<file path="config.mk">
export PLATFORM = sky130hd
export DESIGN_NAME = calc_alu_scheduler
export DESIGN_NICKNAME = d
export VERILOG_FILES = /design/src/rtl/calc_alu_scheduler.sv
export SDC_FILE = /design/constraint.sdc
export NUM_CORES = 1
export LEC_CHECK = 0
export ABC_AREA = 1
export CAP_MARGIN = 20
export CELL_PAD_IN_SITES_DETAIL_PLACEMENT = 1
export CELL_PAD_IN_SITES_GLOBAL_PLACEMENT = 2
export CORE_UTILIZATION = 28
export CTS_CLUSTER_SIZE = 16
export DETAILED_ROUTE_END_ITERATION = 12
export PLACE_DENSITY = 0.78
export SLEW_MARGIN = 20
export SYNTH_ARGS = -nofsm -noshare
export SYNTH_HDL_FRONTEND = slang
export SYNTH_SLANG_ARGS = --single-unit
</file>
<file path="constraint.sdc">
create_clock -name clk -period 2.1 [get_ports clk]
set_clock_uncertainty 0.1 [all_clocks]
set_input_delay 0.21 -clock clk [delete_from_list [all_inputs] [get_ports clk]]
set_output_delay 0.21 -clock clk [all_outputs]
set_load 0.01 [all_outputs]
</file>
<file path="src/rtl/calc_alu_scheduler.sv">
// ---------------------------------------------------------------------------
// calc_alu_scheduler
//
// Shares one small calculator ALU between two requesters. Requests are
// arbitrated round-robin, each accepted operation runs to completion, and the
// result is returned through a valid/ready response channel.
//
// ADD/SUB/AND/OR/XOR/NOT take one EXEC cycle. MUL (shift-add) and DIV
// (restoring shift-subtract) take DATA_W EXEC cycles. DIV by zero finishes in
// one cycle with an all-ones result and rsp_err set.
//
// Parameters:
//   DATA_W    operand width, result width is 2*DATA_W
//   SUB_SIGN  1: SUB returns the two's-complement 2W-bit difference
//             0: SUB clamps to zero when A < B
//
// Optional feature (macro CALC_SCHED_STATS_EN):
//   adds op_count (16b, completed responses) and div0_count (8b, completed
//   responses with rsp_err). Both saturate and clear on rst.
//
// Ports:
//   clk, rst                      clock, synchronous active-high reset
//   req0_* / req1_*               valid, a, b, op in; ready out
//   rsp_valid/rsp_ready           response handshake
//   rsp_id, rsp_result, rsp_err   response payload (registered)
//   busy                          FSM is not IDLE
// ---------------------------------------------------------------------------
module calc_alu_scheduler #(
    parameter int DATA_W   = 4,
    parameter bit SUB_SIGN = 1'b1
) (
    input  logic                  clk,
    input  logic                  rst,
    input  logic                  req0_valid,
    input  logic [DATA_W-1:0]     req0_a,
    input  logic [DATA_W-1:0]     req0_b,
    input  logic [2:0]            req0_op,
    output logic                  req0_ready,
    input  logic                  req1_valid,
    input  logic [DATA_W-1:0]     req1_a,
    input  logic [DATA_W-1:0]     req1_b,
    input  logic [2:0]            req1_op,
    output logic                  req1_ready,
    output logic                  rsp_valid,
    input  logic                  rsp_ready,
    output logic                  rsp_id,
    output logic [2*DATA_W-1:0]   rsp_result,
    output logic                  rsp_err,
    output logic                  busy
`ifdef CALC_SCHED_STATS_EN
    ,
    output logic [15:0]           op_count,
    output logic [7:0]            div0_count
`endif
);

    localparam int W  = DATA_W;
    localparam int CW = (W > 1) ? $clog2(W) : 1;

    localparam logic [2:0] OP_ADD = 3'd0;
    localparam logic [2:0] OP_SUB = 3'd1;
    localparam logic [2:0] OP_MUL = 3'd2;
    localparam logic [2:0] OP_DIV = 3'd3;
    localparam logic [2:0] OP_AND = 3'd4;
    localparam logic [2:0] OP_OR  = 3'd5;
    localparam logic [2:0] OP_XOR = 3'd6;

    typedef enum logic [1:0] {S_IDLE, S_EXEC, S_DONE} state_t;

    state_t             state_q;
    logic               last_grant_q;
    logic [W-1:0]       a_q, b_q;
    logic [2:0]         op_q;
    logic               id_q;
    logic [CW-1:0]      cnt_q;
    logic [2*W-1:0]     prod_q;
    logic [W-1:0]       rem_q, quo_q;
    logic               rsp_valid_q, rsp_id_q, rsp_err_q, busy_q;
    logic [2*W-1:0]     rsp_result_q;

    // ---------------- arbitration ----------------
    // On a tie the requester opposite last_grant wins; otherwise whoever is
    // valid. With nobody valid grant idles at 0, which is harmless because a
    // handshake also needs valid.
    logic         grant;
    logic         accept;
    logic [W-1:0] sel_a, sel_b;
    logic [2:0]   sel_op;

    always_comb begin
        if (req0_valid && req1_valid) grant = ~last_grant_q;
        else                          grant = req1_valid && !req0_valid;
    end

    assign req0_ready = (state_q == S_IDLE) && !grant && !rst;
    assign req1_ready = (state_q == S_IDLE) &&  grant && !rst;
    assign accept     = (state_q == S_IDLE) && (req0_valid || req1_valid);

    assign sel_a  = grant ? req1_a  : req0_a;
    assign sel_b  = grant ? req1_b  : req0_b;
    assign sel_op = grant ? req1_op : req0_op;

    // ---------------- single-cycle ALU ----------------
    logic [2*W-1:0] a_ext, b_ext, single_res;
    assign a_ext = {{W{1'b0}}, a_q};
    assign b_ext = {{W{1'b0}}, b_q};

    always_comb begin
        single_res = '0;
        case (op_q)
            OP_ADD: single_res = a_ext + b_ext;
            OP_SUB: begin
                if (SUB_SIGN || (a_q >= b_q)) single_res = a_ext - b_ext;
                else                          single_res = '0;
            end
            OP_AND: single_res = a_ext & b_ext;
            OP_OR:  single_res = a_ext | b_ext;
            OP_XOR: single_res = a_ext ^ b_ext;
            OP_MUL, OP_DIV: single_res = '0;
            default: single_res = {{W{1'b0}}, ~a_q};
        endcase
    end

    // ---------------- iterative MUL / DIV step ----------------
    logic           is_iter, last_step;
    logic [2*W-1:0] mul_add, prod_d;
    logic [W:0]     div_trial;
    logic           div_ge;
    logic [W-1:0]   rem_sub, rem_d, quo_d;

    assign is_iter   = (op_q == OP_MUL) || ((op_q == OP_DIV) && (b_q != '0));
    assign last_step = (cnt_q == CW'(W-1));

    // MUL: add the partial product for bit cnt of B, shifted into place.
    assign mul_add = b_q[cnt_q] ? (a_ext << cnt_q) : '0;
    assign prod_d  = prod_q + mul_add;

    // DIV: bring down the next dividend bit (MSB first) and subtract when it
    // fits. The remainder always ends below B, so the W-bit wrap-around
    // difference is exact.
    assign div_trial = {rem_q, a_q[CW'(W-1) - cnt_q]};
    assign div_ge    = div_trial >= {1'b0, b_q};
    assign rem_sub   = div_trial[W-1:0] - b_q;
    assign rem_d     = div_ge ? rem_sub : div_trial[W-1:0];
    assign quo_d     = {quo_q[W-2:0], div_ge};

    // ---------------- FSM and registered outputs ----------------
    always_ff @(posedge clk) begin
        if (rst) begin
            state_q      <= S_IDLE;
            last_grant_q <= 1'b1;
            a_q          <= '0;
            b_q          <= '0;
            op_q         <= '0;
            id_q         <= 1'b0;
            cnt_q        <= '0;
            prod_q       <= '0;
            rem_q        <= '0;
            quo_q        <= '0;
            rsp_valid_q  <= 1'b0;
            rsp_id_q     <= 1'b0;
            rsp_err_q    <= 1'b0;
            rsp_result_q <= '0;
            busy_q       <= 1'b0;
        end else begin
            case (state_q)
                S_IDLE: begin
                    if (accept) begin
                        a_q          <= sel_a;
                        b_q          <= sel_b;
                        op_q         <= sel_op;
                        id_q         <= grant;
                        last_grant_q <= grant;
                        cnt_q        <= '0;
                        prod_q       <= '0;
                        rem_q        <= '0;
                        quo_q        <= '0;
                        busy_q       <= 1'b1;
                        state_q      <= S_EXEC;
                    end
                end
                S_EXEC: begin
                    if (is_iter) begin
                        prod_q <= prod_d;
                        rem_q  <= rem_d;
                        quo_q  <= quo_d;
                        cnt_q  <= cnt_q + CW'(1);
                        if (last_step) begin
                            rsp_result_q <= (op_q == OP_MUL) ? prod_d
                                                             : {{W{1'b0}}, quo_d};
                            rsp_err_q    <= 1'b0;
                            rsp_id_q     <= id_q;
                            rsp_valid_q  <= 1'b1;
                            state_q      <= S_DONE;
                        end
                    end else begin
                        // Single-cycle ops, plus DIV by zero which is flagged.
                        rsp_result_q <= (op_q == OP_DIV) ? '1 : single_res;
                        rsp_err_q    <= (op_q == OP_DIV);
                        rsp_id_q     <= id_q;
                        rsp_valid_q  <= 1'b1;
                        state_q      <= S_DONE;
                    end
                end
                S_DONE: begin
                    // No accept in the cycle that retires a response.
                    if (rsp_ready) begin
                        rsp_valid_q <= 1'b0;
                        busy_q      <= 1'b0;
                        state_q     <= S_IDLE;
                    end
                end
                default: begin
                    state_q     <= S_IDLE;
                    rsp_valid_q <= 1'b0;
                    busy_q      <= 1'b0;
                end
            endcase
        end
    end

    assign rsp_valid  = rsp_valid_q;
    assign rsp_id     = rsp_id_q;
    assign rsp_result = rsp_result_q;
    assign rsp_err    = rsp_err_q;
    assign busy       = busy_q;

`ifdef CALC_SCHED_STATS_EN
    logic [15:0] op_count_q;
    logic [7:0]  div0_count_q;

    always_ff @(posedge clk) begin
        if (rst) begin
            op_count_q   <= '0;
            div0_count_q <= '0;
        end else if ((state_q == S_DONE) && rsp_ready) begin
            if (op_count_q != '1)
                op_count_q <= op_count_q + 16'd1;
            if (rsp_err_q && (div0_count_q != '1))
                div0_count_q <= div0_count_q + 8'd1;
        end
    end

    assign op_count   = op_count_q;
    assign div0_count = div0_count_q;
`endif

endmodule

</file>
## Word-level counts from Yosys, hierarchy flattened

Index checks and enable logic that the tools add are counted.

| cells by class | value |
|---|---|
| $add $sub $neg | 6 |
| magnitude comparators | 3 |
| eq/ne operators | 14 |
| shifts and indexed selects | 1 |
| multiplexer cells | 41 |
| bitwise operators | 7 |
| reduce and logical (&&, ||, !) cells | 24 |

Operators with widths:

| kind | count |
|---|---|
| $mux 8 | 7 |
| $pmux 8 s6 | 1 |
| $mux 4 | 5 |
| $pmux 8 s2 | 1 |
| $mux 2 | 6 |
| $reduce_and 3->1 | 4 |
| $mux 1 | 11 |
| $eq 3x3->1 const B | 3 |
| $add 8x8->8 | 1 |
| $logic_and 1x1->1 | 8 |
| $pmux 4 s2 | 1 |
| $shl 4x2->8 | 1 |
| $eq 3x2->1 const B | 2 |
| $lt 2x3->1 const B | 2 |
| $mux 3 | 2 |
| $ne 2x2->1 const B | 3 |
| $pmux 1 s3 | 2 |
| $pmux 2 s3 | 1 |
| $pmux 3 s2 | 1 |
| $add 4x4->5 | 1 |
| $ge 5x4->1 | 1 |
| $sub 4x4->5 | 1 |
| $and 4x4->4 | 1 |
| $bmux 1 s2 | 2 |
| 21 further kinds | 28 |

| word-level totals | value |
|---|---|
| bits in registers | 44 |
| input bits | 27 |
| output and inout port bits | 14 |
| logic and storage cells | 111 |

## Logic depth before layout (Yosys ltp)

| logic depth | value |
|---|---|
| depth in word-level cells | 7 |
| gate-level depth with buffers | 14 |
| depth with buffers taken out | 14 |

## Worst setup path before layout

Ideal clock, no wire load.

| path | value |
|---|---|
| kind | flip-flop to flip-flop |
| start point | reg cnt_q[0] |
| end point | reg prod_q[6] |
| setup time | 134 ps |
| arrival time | 1,973 ps |
| required time | 1,866 ps |
| setup slack | -107 ps |
| cell stages (with the launch flop) | 14 |
| buffers on the path | 1 |
| clock period less this slack | 2,207 ps |
| cell sequence | dfxtp_1 -> clkbuf_1 -> a21oi_1 -> o21ai_0 -> nand2_1 -> nand3_1 -> inv_1 -> ha_1 -> nand2_1 -> inv_1 -> o21ai_0 -> nand4_1 -> nand3_1 -> a21oi_1 |

| on the way | value |
|---|---|
| cells in the longest elaborated chain, start to end | 6 |
| elaborated cells on any way between the ends | 7 |
| those cells by class | add/sub: 1; shift: 1; mux: 5 |

RTL lines:

| what | line | RTL |
|---|---|---|
| from (decl) | 75 | `logic [CW-1:0] cnt_q;` |
| from (signal assigned) | 187 | `cnt_q <= cnt_q + CW'(1);` |
| $bmux 1 s2 | 135 | `assign mul_add = b_q[cnt_q] ? (a_ext << cnt_q) : '0;` |
| $mux 1 (implied by the code) | 135 |  |
| $mux 8 * | 135 |  |
| $add 8x8->8 * | 136 | `assign prod_d = prod_q + mul_add;` |
| $mux 8 * | 183 | `if (is_iter) begin` |
| $pmux 8 s2 * | 166 | `case (state_q)` |
| to (signal assigned) | 184 | `prod_q <= prod_d;` |
| to (decl) | 76 | `logic [2*W-1:0] prod_q;` |

Mark *: on every way between the ends. The rest lies on a longest branch, timed or not. The select of a mux whose other input is x is not followed.
A chain may end at the register's enable or synchronous reset.

## Worst setup path in the final report

| path | value |
|---|---|
| start point | reg cnt_q[0] |
| end point | reg prod_q[4] |

Same word-level chain as after synthesis.

==> metrics.md <==
| Metric | Value |
|---|---|
| Vias/cell | `5.045` |
| Tcrit/Tclk final | `1.025` |
| Vias in the first global route | `3493` |
| Fin. max-slew vios | `0` |
| Commonest non-fill, non-tap cells in the layout | `nand2_1, buf_4, inv_1` |
| Die area | `0.01162 mm^2` |
| Most common cell after layout, fill and taps aside | `nand2_1` |
| Unrepaired setup endpoints after global routing | `yes` |
| Ys Warns | `0` |
| Slew headroom | `0.6259` |
| Max Cap Violations | `0` |
| Synth cell types | `29` |
| Post-Layout Cell Count | `691` |
| CP endpoint kind | `flip-flop` |
| Worst r2r src | `cnt_q[0]` |
| CTS Buf Count | `5` |
| CTS Buffer Depth | `2` |
| # fillers | `1374` |
| Mux share of post-synthesis cell area | `0` |
| Total grt overflow | `0` |
| Netlist Area Pre-Place | `0.003133 mm^2` |
| WP data arrival | `2.31 ns` |
| Status | `finished, violations left` |
| Min Tclk post-route | `2.153 ns` |
| Core Area | `0.01089 mm^2` |
| Setup CP Type | `flip-flop to flip-flop` |
| Xor and xnor area share after synthesis | `0.01118` |
| Layout cells sized above 1 | `0.2722` |
| Worst-skew pair later-pin latency | `0.31 ns` |
| Adder-cell area share of the yosys netlist | `0.1254` |
| Hpwl dp | `8371 um` |
| Register area share after synthesis | `0.2812` |
| Hold Vio Cnt, Final | `0` |
| # port buffers | `40` |
| I/O pins | `41` |
| Critical-path cell list | `buf_6 -> o21ai_4 -> buf_4 -> nor2_4 -> fa_2 -> nand3_2 -> nand3b_1 -> xor2_2 -> nand2_1 -> a21oi_2` |
| # rows | `38` |
| Post-synthesis net count | `521` |
| Failing checks | `setup timing` |
| Chip height | `107.8 um` |
| Mean post-synth cell area | `6.738 um^2` |
| FF+latch count, synth | `44` |
| Max VDD drop | `320.0 uV` |
| Initial antenna violation count | `0` |
| Setup ws final | `-0.05292 ns` |
| Gate Count Post-Synth | `465` |
| Worst path slowest cell | `dfxtp_4` |
| HP Start | `id_q` |
| Gp weighted congestion | `0.9247` |
| Cell Pwr Density | `739.0 mW/mm^2` |
| First-pass GRT wire length | `17170 um` |
| WL per Instance | `15.99 um` |
| Die width | `107.8 um` |
| Final-stage net count | `606` |
| Routed Antenna Nets | `0` |
| DP Worst Slack | `-0.2236 ns` |
| Post-route DRC | `0` |
| Post-synthesis simple-gate area fraction | `0.3119` |
| Initial DRC Count | `108` |
| Placed Cells | `677` |
| Gr usage total | `0.1912` |
| Total iterations of the first detailed-routing run | `4` |
| Main combinational cell family by area after synthesis | `simple AND/OR/NAND/NOR gates` |
| WL final | `11050 um` |
| Crit-path max cell delay | `0.39 ns` |
| Initial core utilization | `0.2877` |
| Largest net degree at the start of global routing | `29` |
| Critical Path Start | `cnt_q[0]` |
| Buf/Inv on CP | `2` |
| CTS Root Cell | `clkbuf_8` |
| CTS tree | `yes` |
| Routed vias | `3486` |
| Worst hold path class | `flip-flop to flip-flop` |
| Hold_buf cts | `0` |
| CP Launch Type | `flip-flop` |
| Achievable Freq | `0.4645 GHz` |
| Clock-pin slew on the worst setup and hold paths | `0.10 ns` |
| Layout area overhead | `43.45%` |
| ANT cells | `0` |
| Crit-path max FO | `7` |
| TritonCTS Sinks | `44` |
| Worst Tran Pin Value | `0.5605 ns` |
| H-tree levels | `2` |
| Setup violators final | `5` |
| Leakage Power | `1.943 nW` |
| Data required time of the critical path | `2.25 ns` |
| Final core occ | `0.4128` |
| Total power | `3.321 mW` |
| Compound-Gate Fraction of Synth Area | `0.1773` |
| Crit path max-delay family | `flip-flops` |
## kinds of logic (layout without fill, tap and decap cells)
kind of cell | Yosys count | count (layout)
AND/OR/NAND/NOR | 216 | 216
AO/OA/AOI/OAI | 100 | 100
buffers and inverters | 72 | 158
flip-flops | 44 | 44
adder cells (fa/ha/maj) | 29 | 29
XOR/XNOR | 4 | 4
## layout make-up
class,instances,area (um^2),share of cell area
clock buffer,6,82.58,0.01837
clock inverter,2,38.79,0.008630
inverter,55,209.0,0.04649
multi-input combinational,349,2273,0.5058
sequential,44,890.9,0.1982
tap,140,175.2,0.03898
timing repair buffer,95,824.5,0.1835
## path summary, 6_finish.rpt
path                    end  slack, ns  depth (start not counted)
setup / recovery  prod_q[4]      -0.05                         10
hold / removal         id_q       0.37                          2
setup reg to reg  prod_q[4]      -0.05                         10
hold reg to reg        id_q       0.37                          2
## tightest hold or removal path, cell delays in order (launching register included)
cell and delay (ns):
dfxtp_1 0.32, nand2_1 0.06, a21oi_1 0.05
## power breakdown
| part | leakage, nW | switching [mW] | internal [mW] |
|---|---|---|---|
| sequential | 0.364 | 0.0914 | 0.936 |
| combinational | 1.52 | 0.898 | 0.670 |
| clock | 0.0614 | 0.336 | 0.390 |
| total | 1.94 | 1.33 | 2.00 |
## routing by layer
metal,GRT usage,routed length [um],vias to the layer above
li1,-,-,1716
met1,0.2424,5096,1690
met3,0.02482,294,18
met4,0.06067,255,0
met2,0.3329,5401,62
met5,0,0,-
## per-stage QoR
| stage | setup TNS [ns] | hold WS [ns] | cell area, um^2 |
|---|---|---|---|
| finish | -0.1660 | 0.3705 | 4494 |
| global route | -1.720 | 0.3706 | 4494 |
| CTS | -0.008921 | 0.3655 | 4154 |
| detailed placement | -2.512 | 0.3535 | 3991 |
| global placement | -0.8473 | 0.3470 | 3991 |
| floorplan | 0 | 0.2706 | 3137 |
## state kept, by name (all words and copies together) (netlist names)
| register | flops |
|---|---|
| cnt_q | 2 |
| id_q | 1 |
| last_grant_q | 1 |
| rsp_err | 1 |
| state_q | 2 |
| b_q | 4 |
| op_q | 3 |
| busy | 1 |
| rem_q | 4 |
| a_q | 4 |
| prod_q | 8 |
| rsp_valid | 1 |
| rsp_id | 1 |
| quo_q | 3 |
| rsp_result | 8 |
## synth_stat cells
master	n	area (um^2)
a21oi_1	42	210.2
a21oi_2	5	43.79
a31oi_1	12	75.07
buf_1	1	3.750
buf_2	5	25.02
buf_6	2	22.52
clkbuf_1	9	33.78
clkinv_1	1	3.750
dfxtp_1	44	880.8
fa_1	4	80.08
ha_1	25	312.8
inv_1	51	191.4
inv_2	3	11.26
nand2_1	104	390.4
nand2_2	3	18.77
nand2_4	4	45.04
nand3_1	51	255.2
nand3_2	3	30.03
nand3b_1	4	30.03
nand4_1	7	43.79
nor2_1	34	127.6
nor2_4	1	11.26
nor3_1	5	25.02
o211ai_1	2	15.01
o21a_1	1	7.510
o21ai_0	34	170.2
o21ai_2	3	26.28
o31ai_1	1	7.510
xor2_1	4	35.03
## what timing repair did
action                                  in CTS  in global routing
gates cloned                                 0                  0
setup buffers                                0                  6
endpoints found under the setup margin      19                 21
pin swaps                                    0                 17
resized for setup                           17                 75
endpoints found under the hold margin        0                  0
Power figures use the tool's default switching activity.
